--- src/rtl/reg_cmd_sequencer_pkg.sv ---
// reg_cmd_pkg: FSM state encoding and protocol bytes shared by the command sequencer.
package reg_cmd_pkg;

    typedef enum logic [2:0] {
        IDLE,
        RX_DATA,
        WRITE,
        RD_CAP,
        TX_DATA,
        TX_ACK,
        TX_ERR
    } state_e;

    localparam logic [7:0] ACK_BYTE      = 8'hA5;
    localparam logic [7:0] ERR_BYTE      = 8'hEE;
    localparam int         CMD_WRITE_BIT = 7;

    function automatic logic id_valid(input logic [6:0] id, input int num_regs);
        return int'({1'b0, id}) < num_regs;
    endfunction

endpackage

--- src/rtl/reg_cmd_sequencer_if.sv ---
// reg_cmd_sequencer_if: host byte link plus register-bank bus; master is the sequencer side.
interface reg_cmd_sequencer_if #(
    parameter int DATA_BITS = 32,
    parameter int NUM_REGS  = 16
) ();

    logic [7:0]                    rx_data;
    logic                          rx_valid;
    logic [7:0]                    tx_data;
    logic                          tx_valid;
    logic                          tx_ready;
    logic [NUM_REGS-1:0]           reg_wr_en;
    logic [DATA_BITS-1:0]          reg_wr_data;
    logic [NUM_REGS*DATA_BITS-1:0] reg_rd_data;
    logic                          busy;

    modport master (
        input  rx_data, rx_valid, tx_ready, reg_rd_data,
        output tx_data, tx_valid, reg_wr_en, reg_wr_data, busy
    );

    modport slave (
        output rx_data, rx_valid, tx_ready, reg_rd_data,
        input  tx_data, tx_valid, reg_wr_en, reg_wr_data, busy
    );

endinterface

--- src/rtl/reg_cmd_sequencer_byte_serializer.sv ---
// byte_serializer: loads one DATA_BITS word and emits it MSB byte first over valid/ready.
module byte_serializer #(
    parameter int DATA_BITS = 32
) (
    input  logic                 clk,
    input  logic                 reset,
    input  logic                 load_i,
    input  logic [DATA_BITS-1:0] word_i,
    input  logic                 ready_i,
    output logic [7:0]           data_o,
    output logic                 valid_o,
    output logic                 last_o
);

    localparam int NB = DATA_BITS / 8;

    logic [DATA_BITS-1:0] sh_q, sh_d;
    logic [3:0]           left_q, left_d;

    always_comb begin
        sh_d   = sh_q;
        left_d = left_q;
        if (load_i) begin
            sh_d   = word_i;
            left_d = 4'(NB);
        end else if (valid_o && ready_i) begin
            sh_d   = sh_q << 8;
            left_d = left_q - 4'd1;
        end
    end

    always_ff @(posedge clk) begin
        if (reset) begin
            sh_q   <= '0;
            left_q <= '0;
        end else begin
            sh_q   <= sh_d;
            left_q <= left_d;
        end
    end

    assign data_o  = sh_q[DATA_BITS-1 -: 8];
    assign valid_o = left_q != 4'd0;
    assign last_o  = left_q == 4'd1;

endmodule

--- src/rtl/reg_cmd_sequencer.sv ---
// reg_cmd_sequencer: parses host read/write command bytes, strobes the register bank,
// and returns read data or ACK/ERR bytes to the host.
module reg_cmd_sequencer
    import reg_cmd_pkg::*;
#(
    parameter int DATA_BITS      = 32,
    parameter int NUM_REGS       = 16,
    parameter int TIMEOUT_CYCLES = 1000000
) (
    input logic                clk,
    input logic                reset,
    reg_cmd_sequencer_if.master bus
);

    localparam int NB = DATA_BITS / 8;
    localparam int TW = $clog2(TIMEOUT_CYCLES + 1);

    state_e               state_q, state_d;
    logic [6:0]           id_q, id_d;
    logic [3:0]           cnt_q, cnt_d;
    logic [DATA_BITS-1:0] wdata_q, wdata_d;
    logic [TW-1:0]        tmo_q, tmo_d;
    logic [DATA_BITS-1:0] rd_word;
    logic [NUM_REGS-1:0]  wr_en;
    logic                 ser_load, ser_valid, ser_last;
    logic [7:0]           ser_data;

    always_comb begin
        rd_word = '0;
        wr_en   = '0;
        for (int i = 0; i < NUM_REGS; i++) begin
            if (id_q == 7'(i)) rd_word = bus.reg_rd_data[i*DATA_BITS +: DATA_BITS];
            wr_en[i] = (state_q == WRITE) && (id_q == 7'(i));
        end
    end

    // idle counter only runs between data bytes; any received byte restarts it
    always_comb begin
        state_d  = state_q;
        id_d     = id_q;
        cnt_d    = cnt_q;
        wdata_d  = wdata_q;
        tmo_d    = (state_q == RX_DATA && !bus.rx_valid) ? tmo_q + 1'b1 : '0;
        ser_load = 1'b0;
        case (state_q)
            IDLE: begin
                if (bus.rx_valid) begin
                    id_d    = bus.rx_data[6:0];
                    cnt_d   = '0;
                    state_d = bus.rx_data[CMD_WRITE_BIT] ? RX_DATA :
                              id_valid(bus.rx_data[6:0], NUM_REGS) ? RD_CAP : TX_ERR;
                end
            end
            RX_DATA: begin
                if (bus.rx_valid) begin
                    wdata_d = (wdata_q << 8) | DATA_BITS'(bus.rx_data);
                    cnt_d   = cnt_q + 4'd1;
                    if (cnt_q == 4'(NB - 1)) state_d = id_valid(id_q, NUM_REGS) ? WRITE : TX_ERR;
                end else if (tmo_q == TW'(TIMEOUT_CYCLES - 1)) begin
                    state_d = IDLE;
                end
            end
            WRITE:   state_d = TX_ACK;
            RD_CAP: begin
                ser_load = 1'b1;
                state_d  = TX_DATA;
            end
            TX_DATA: state_d = (bus.tx_ready && ser_last) ? IDLE : TX_DATA;
            TX_ACK,
            TX_ERR:  state_d = bus.tx_ready ? IDLE : state_q;
            default: state_d = IDLE;
        endcase
    end

    always_ff @(posedge clk) begin
        if (reset) begin
            state_q <= IDLE;
            id_q    <= '0;
            cnt_q   <= '0;
            wdata_q <= '0;
            tmo_q   <= '0;
        end else begin
            state_q <= state_d;
            id_q    <= id_d;
            cnt_q   <= cnt_d;
            wdata_q <= wdata_d;
            tmo_q   <= tmo_d;
        end
    end

    byte_serializer #(.DATA_BITS(DATA_BITS)) u_ser (
        .clk     (clk),
        .reset   (reset),
        .load_i  (ser_load),
        .word_i  (rd_word),
        .ready_i (bus.tx_ready && state_q == TX_DATA),
        .data_o  (ser_data),
        .valid_o (ser_valid),
        .last_o  (ser_last)
    );

    assign bus.reg_wr_en   = wr_en;
    assign bus.reg_wr_data = wdata_q;
    assign bus.busy        = state_q != IDLE;
    assign bus.tx_valid    = state_q == TX_ACK || state_q == TX_ERR || (state_q == TX_DATA && ser_valid);
    assign bus.tx_data     = state_q == TX_ACK  ? ACK_BYTE :
                             state_q == TX_ERR  ? ERR_BYTE :
                             state_q == TX_DATA ? ser_data : 8'h00;

endmodule
--- src/flat_wrapper.sv ---
// flat-port wrapper written by rule: the top's interface ports become plain ports
module reg_cmd_sequencer_flat import reg_cmd_pkg::*;
#(
    parameter int DATA_BITS      = 32,
    parameter int NUM_REGS       = 16,
    parameter int TIMEOUT_CYCLES = 1000000
)
  (clk, reset, bus_rx_data, bus_rx_valid, bus_tx_ready, bus_reg_rd_data, bus_tx_data, bus_tx_valid, bus_reg_wr_en, bus_reg_wr_data, bus_busy);
  reg_cmd_sequencer_if #(.DATA_BITS(DATA_BITS), .NUM_REGS(NUM_REGS)) bus_i ();
  input logic clk;
  input logic reset;
  input wire logic [$bits(bus_i.rx_data)-1:0] bus_rx_data;
  input wire logic [$bits(bus_i.rx_valid)-1:0] bus_rx_valid;
  input wire logic [$bits(bus_i.tx_ready)-1:0] bus_tx_ready;
  input wire logic [$bits(bus_i.reg_rd_data)-1:0] bus_reg_rd_data;
  output wire logic [$bits(bus_i.tx_data)-1:0] bus_tx_data;
  output wire logic [$bits(bus_i.tx_valid)-1:0] bus_tx_valid;
  output wire logic [$bits(bus_i.reg_wr_en)-1:0] bus_reg_wr_en;
  output wire logic [$bits(bus_i.reg_wr_data)-1:0] bus_reg_wr_data;
  output wire logic [$bits(bus_i.busy)-1:0] bus_busy;
  assign bus_i.rx_data = bus_rx_data;
  assign bus_i.rx_valid = bus_rx_valid;
  assign bus_i.tx_ready = bus_tx_ready;
  assign bus_i.reg_rd_data = bus_reg_rd_data;
  assign bus_tx_data = bus_i.tx_data;
  assign bus_tx_valid = bus_i.tx_valid;
  assign bus_reg_wr_en = bus_i.reg_wr_en;
  assign bus_reg_wr_data = bus_i.reg_wr_data;
  assign bus_busy = bus_i.busy;
  reg_cmd_sequencer #(.DATA_BITS(DATA_BITS), .NUM_REGS(NUM_REGS), .TIMEOUT_CYCLES(TIMEOUT_CYCLES)) u_core (.clk(clk), .reset(reset), .bus(bus_i));
endmodule
--- config.mk ---
export PLATFORM = sky130hd
export DESIGN_NAME = reg_cmd_sequencer_flat
export DESIGN_NICKNAME = d
export VERILOG_FILES = /design/src/rtl/reg_cmd_sequencer_pkg.sv /design/src/rtl/reg_cmd_sequencer_if.sv /design/src/rtl/reg_cmd_sequencer_byte_serializer.sv /design/src/rtl/reg_cmd_sequencer.sv /design/src/flat_wrapper.sv
export SDC_FILE = /design/constraint.sdc
export NUM_CORES = 1
export LEC_CHECK = 0
export CORE_AREA = 2 2 228 230
export CTS_CLUSTER_SIZE = 12
export DETAILED_ROUTE_END_ITERATION = 12
export DIE_AREA = 0 0 230 232
export SETUP_SLACK_MARGIN = 0.2
export SYNTH_ARGS = -nofsm -noshare
export SYNTH_HDL_FRONTEND = slang
export SYNTH_SLANG_ARGS = --single-unit
--- constraint.sdc ---
create_clock -name clk -period 3.2 [get_ports clk]
set_clock_uncertainty 0.15 [all_clocks]
set_input_delay 0.64 -clock clk [delete_from_list [all_inputs] [get_ports clk]]
set_output_delay 0.64 -clock clk [all_outputs]
set_load 0.01 [all_outputs]
==> impl_metrics.toml <==
[die]
die_w_um = 230
num_io_pins = 582
die_h_um = 232
start_util = 0.185
core-area_um2 = 50900
placementRows = 83
die_area_um2 = 53400

[drt]
drc = 0
wl_per_cell_um = 29.1
routed_wl_um = 74300
first_pass_iters = 6
drt_iter0_markers = 1390
vias_per_cell = 5.23
vias = 13300
antenna_left = 0

[yosys]
synth_edf_count = 0
synth_seq_cells = 102
synth_xor_area_frac = 0.0168
ys.flop_type = "dfxtp_1"
postSynth.asyncResetShare = 0
yosysUniqueCellTypes = 70
synth_area_leader_cell = "dfxtp_1"
synthAdderAreaFrac = 0.00665
synth_warnings = 0
avgSynthCellArea_um2 = 7.29
synth_top_family_by_area = "compound AO/OA/AOI/OAI gates"
seq_area_frac_synth = 0.217
syn_area_um2 = 9410
synth_compound_area_frac = 0.317
syn-num-nets = 1820
synthMuxAreaShare = 0.155
synthCells = 1291
netlist_top_cells_area = "dfxtp_1 22%, nand2_1 7.6%, a21oi_1 6.7%"
netlist.area_leader.share = 0.217
synth-simple-area-share = 0.231

[placement]
globalplace.congestion = 0.984
port_buffers = 581
dpl.hpwl_um = 62200
dp_slack_ns = 0.170
placed_cell_area_um2 = 16400

[clock_tree]
clock-sinks = 102
clkLatencyLatePin_ns = 0.37
cts_buffer_depth = 2
cts.reportedPaths.clkPinSlew_ns = 0.09
cts_max_level = 3
cts_tree = "done"
cts_made_buffers = 9
clockRootBuffer = "clkbuf_16"

[grt]
grt_antenna_before_repair = 23
grt_pass1_wl_um = 102000
grt_max_degree = 73
grt_pass1_vias = 13300
track_usage = 0.269
overflow = 0

[finish]
multiInputGateArea_um2 = 6950
nets = 2385
final_common_cell = "clkdlybuf4s50_1"
stdcell_area_um2 = 16800
drive_gt1_frac = 0.114
register_area_um2 = 2050
fillCellCount = 5413
layout_common_cells = "579 x clkdlybuf4s50_1, 187 x nand2_1, 125 x a21oi_1, 119 x nor2_1, 104 x o21ai_0"
areaGrowthSynthToFinish_pct = 78.7

[hold_path]
hp-start = "u_core.tmo_q[0]"
hold_class = "reg -> reg"

[timing]
hold_viol = 0
period_share = 0.926
fin_tns_setup_ns = 0
tightest_slew_ns = 0.824
timing.slew.headroom = 0.445
holdWs_ns = 0.304
fin_crit_ns = 2.96
fmax_mhz = 337
setup_violations = 0
grt_setup_unrepaired = "true"
fin_ws_ns = 0.235
slew_viol_final = 0

[flow_run]
cap_violations = 0

[power_and_ir_drop]
power.total_mw = 7.51
peakVddDrop_mv = 0.296
power_density_nw_per_um2 = 447
p_leak_nw = 5.75

[worst_setup_path]
end_kind = "primary output"
cpPeakStageDelay_ns = 0.55
timing.critical_path.from = "u_core.id_q[6]"
worstSetupPathType = "reg -> out"
crit_slowest_cell = "clkdlybuf4s50_1"
startpoint_type = "flip-flop"
r2r_start = "u_core.id_q[1]"
arrival_ns = 2.17
path_max_fanout = 12
crit_required_ns = 2.41
cp_cell_sequence = "buf_4, nor2_2, nand2_4, nor2_1, clkdlybuf4s50_1"

[run_status]
outcome = "completed"
-- power breakdown --
group / leakage, nW / total [mW] / internal, mW / switching [mW]
combinational: 4.77 / 4.72 / 1.99 / 2.72
clock: 0.159 / 1.26 / 0.637 / 0.619
sequential: 0.827 / 1.54 / 1.37 / 0.170
total: 5.75 / 7.51 / 4.00 / 3.51
-- cell usage after synthesis (6+ instances only) --
cell,count
dfxtp_1,102
o21ai_0,104
clkbuf_1,72
nor3_1,34
nor2_1,125
buf_2,36
nand2_1,191
o2bb2ai_1,9
a21oi_1,125
nor2b_1,7
a22o_1,9
xnor2_1,6
o221ai_1,13
a32oi_1,6
a221oi_1,29
o211ai_1,10
nand3_1,19
and2_1,6
mux2i_1,60
o22ai_1,25
or3_1,10
a31oi_1,12
inv_1,9
and3_1,21
nand4_1,10
mux2_2,30
mux4_2,23
a211oi_1,34
a22oi_1,24
o31ai_1,8
a21o_1,6
or3b_2,6
nand2b_1,12
xor2_1,12
-- metal layers --
layer	GRT usage	part of all wire	vias to the layer above
met5	0	0.0017	-
met4	0.0506	0.017	20
met3	0.0668	0.089	94
met2	0.441	0.46	731
met1	0.357	0.44	6496
li1	-	-	5993
-- registers in the layout, indices dropped and copies added, names as in the netlist --
signal / count
u_core.bus.reg_wr_data: 32
u_core.cnt_q: 4
u_core.id_q: 7
u_core.state_q: 3
u_core.tmo_q: 20
u_core.u_ser.left_q: 4
u_core.u_ser.sh_q: 32
-- final timing paths --
path                      endpoint  slack (ns)  cells after the start
max               bus_reg_wr_en[2]        0.24                      5
min                u_core.tmo_q[0]        0.30                      1
max reg2reg  u_core.u_ser.sh_q[25]        0.25                      7
min reg2reg        u_core.tmo_q[0]        0.30                      1
-- timing repair --
| action | in CTS | in global routing |
|---|---|---|
| resized for setup | 14 | 9 |
| pin swaps | 0 | 1 |
| endpoints found under the setup margin | 21 | 21 |
| hold buffers | 0 | 0 |
| setup buffers | 0 | 1 |
-- per-stage QoR --
stage,instances,util
3_5_place_dp,2524,0.322
6_report,2550,0.330
4_1_cts,2540,0.329
2_1_floorplan,1291,-
5_1_grt,2546,0.330
3_3_place_gp,2523,0.322
-- worst max-delay path: cells and delay by family, from the launching register on --
kind,cells,cell delay (ns)
AND/OR/NAND/NOR,3,0.62
flip-flops,1,0.39
buffers and inverters,2,0.78
-- cells by family (layout without fill, tap and decap cells) --
family / after synthesis / in the layout
and+or+nand+nor: 471 / 471
other: 0 / 9
DFF: 102 / 102
muxes: 113 / 113
xor gates and xnor gates: 18 / 18
buffers and inverters: 126 / 696
AOI/OAI and AO/OA: 456 / 456
adders and majority gates: 5 / 5
-- layout make-up --
class | count | area share
Antenna cell | 9 | 0.00134
Multi-Input combinational cell | 1063 | 0.414
Tap cell | 680 | 0.0506
Clock inverter | 7 | 0.00610
Sequential cell | 102 | 0.122
Inverter | 9 | 0.00201
Clock buffer | 9 | 0.0134
Timing Repair Buffer | 671 | 0.391
No activity file was read; power rests on OpenSTA's default activity.
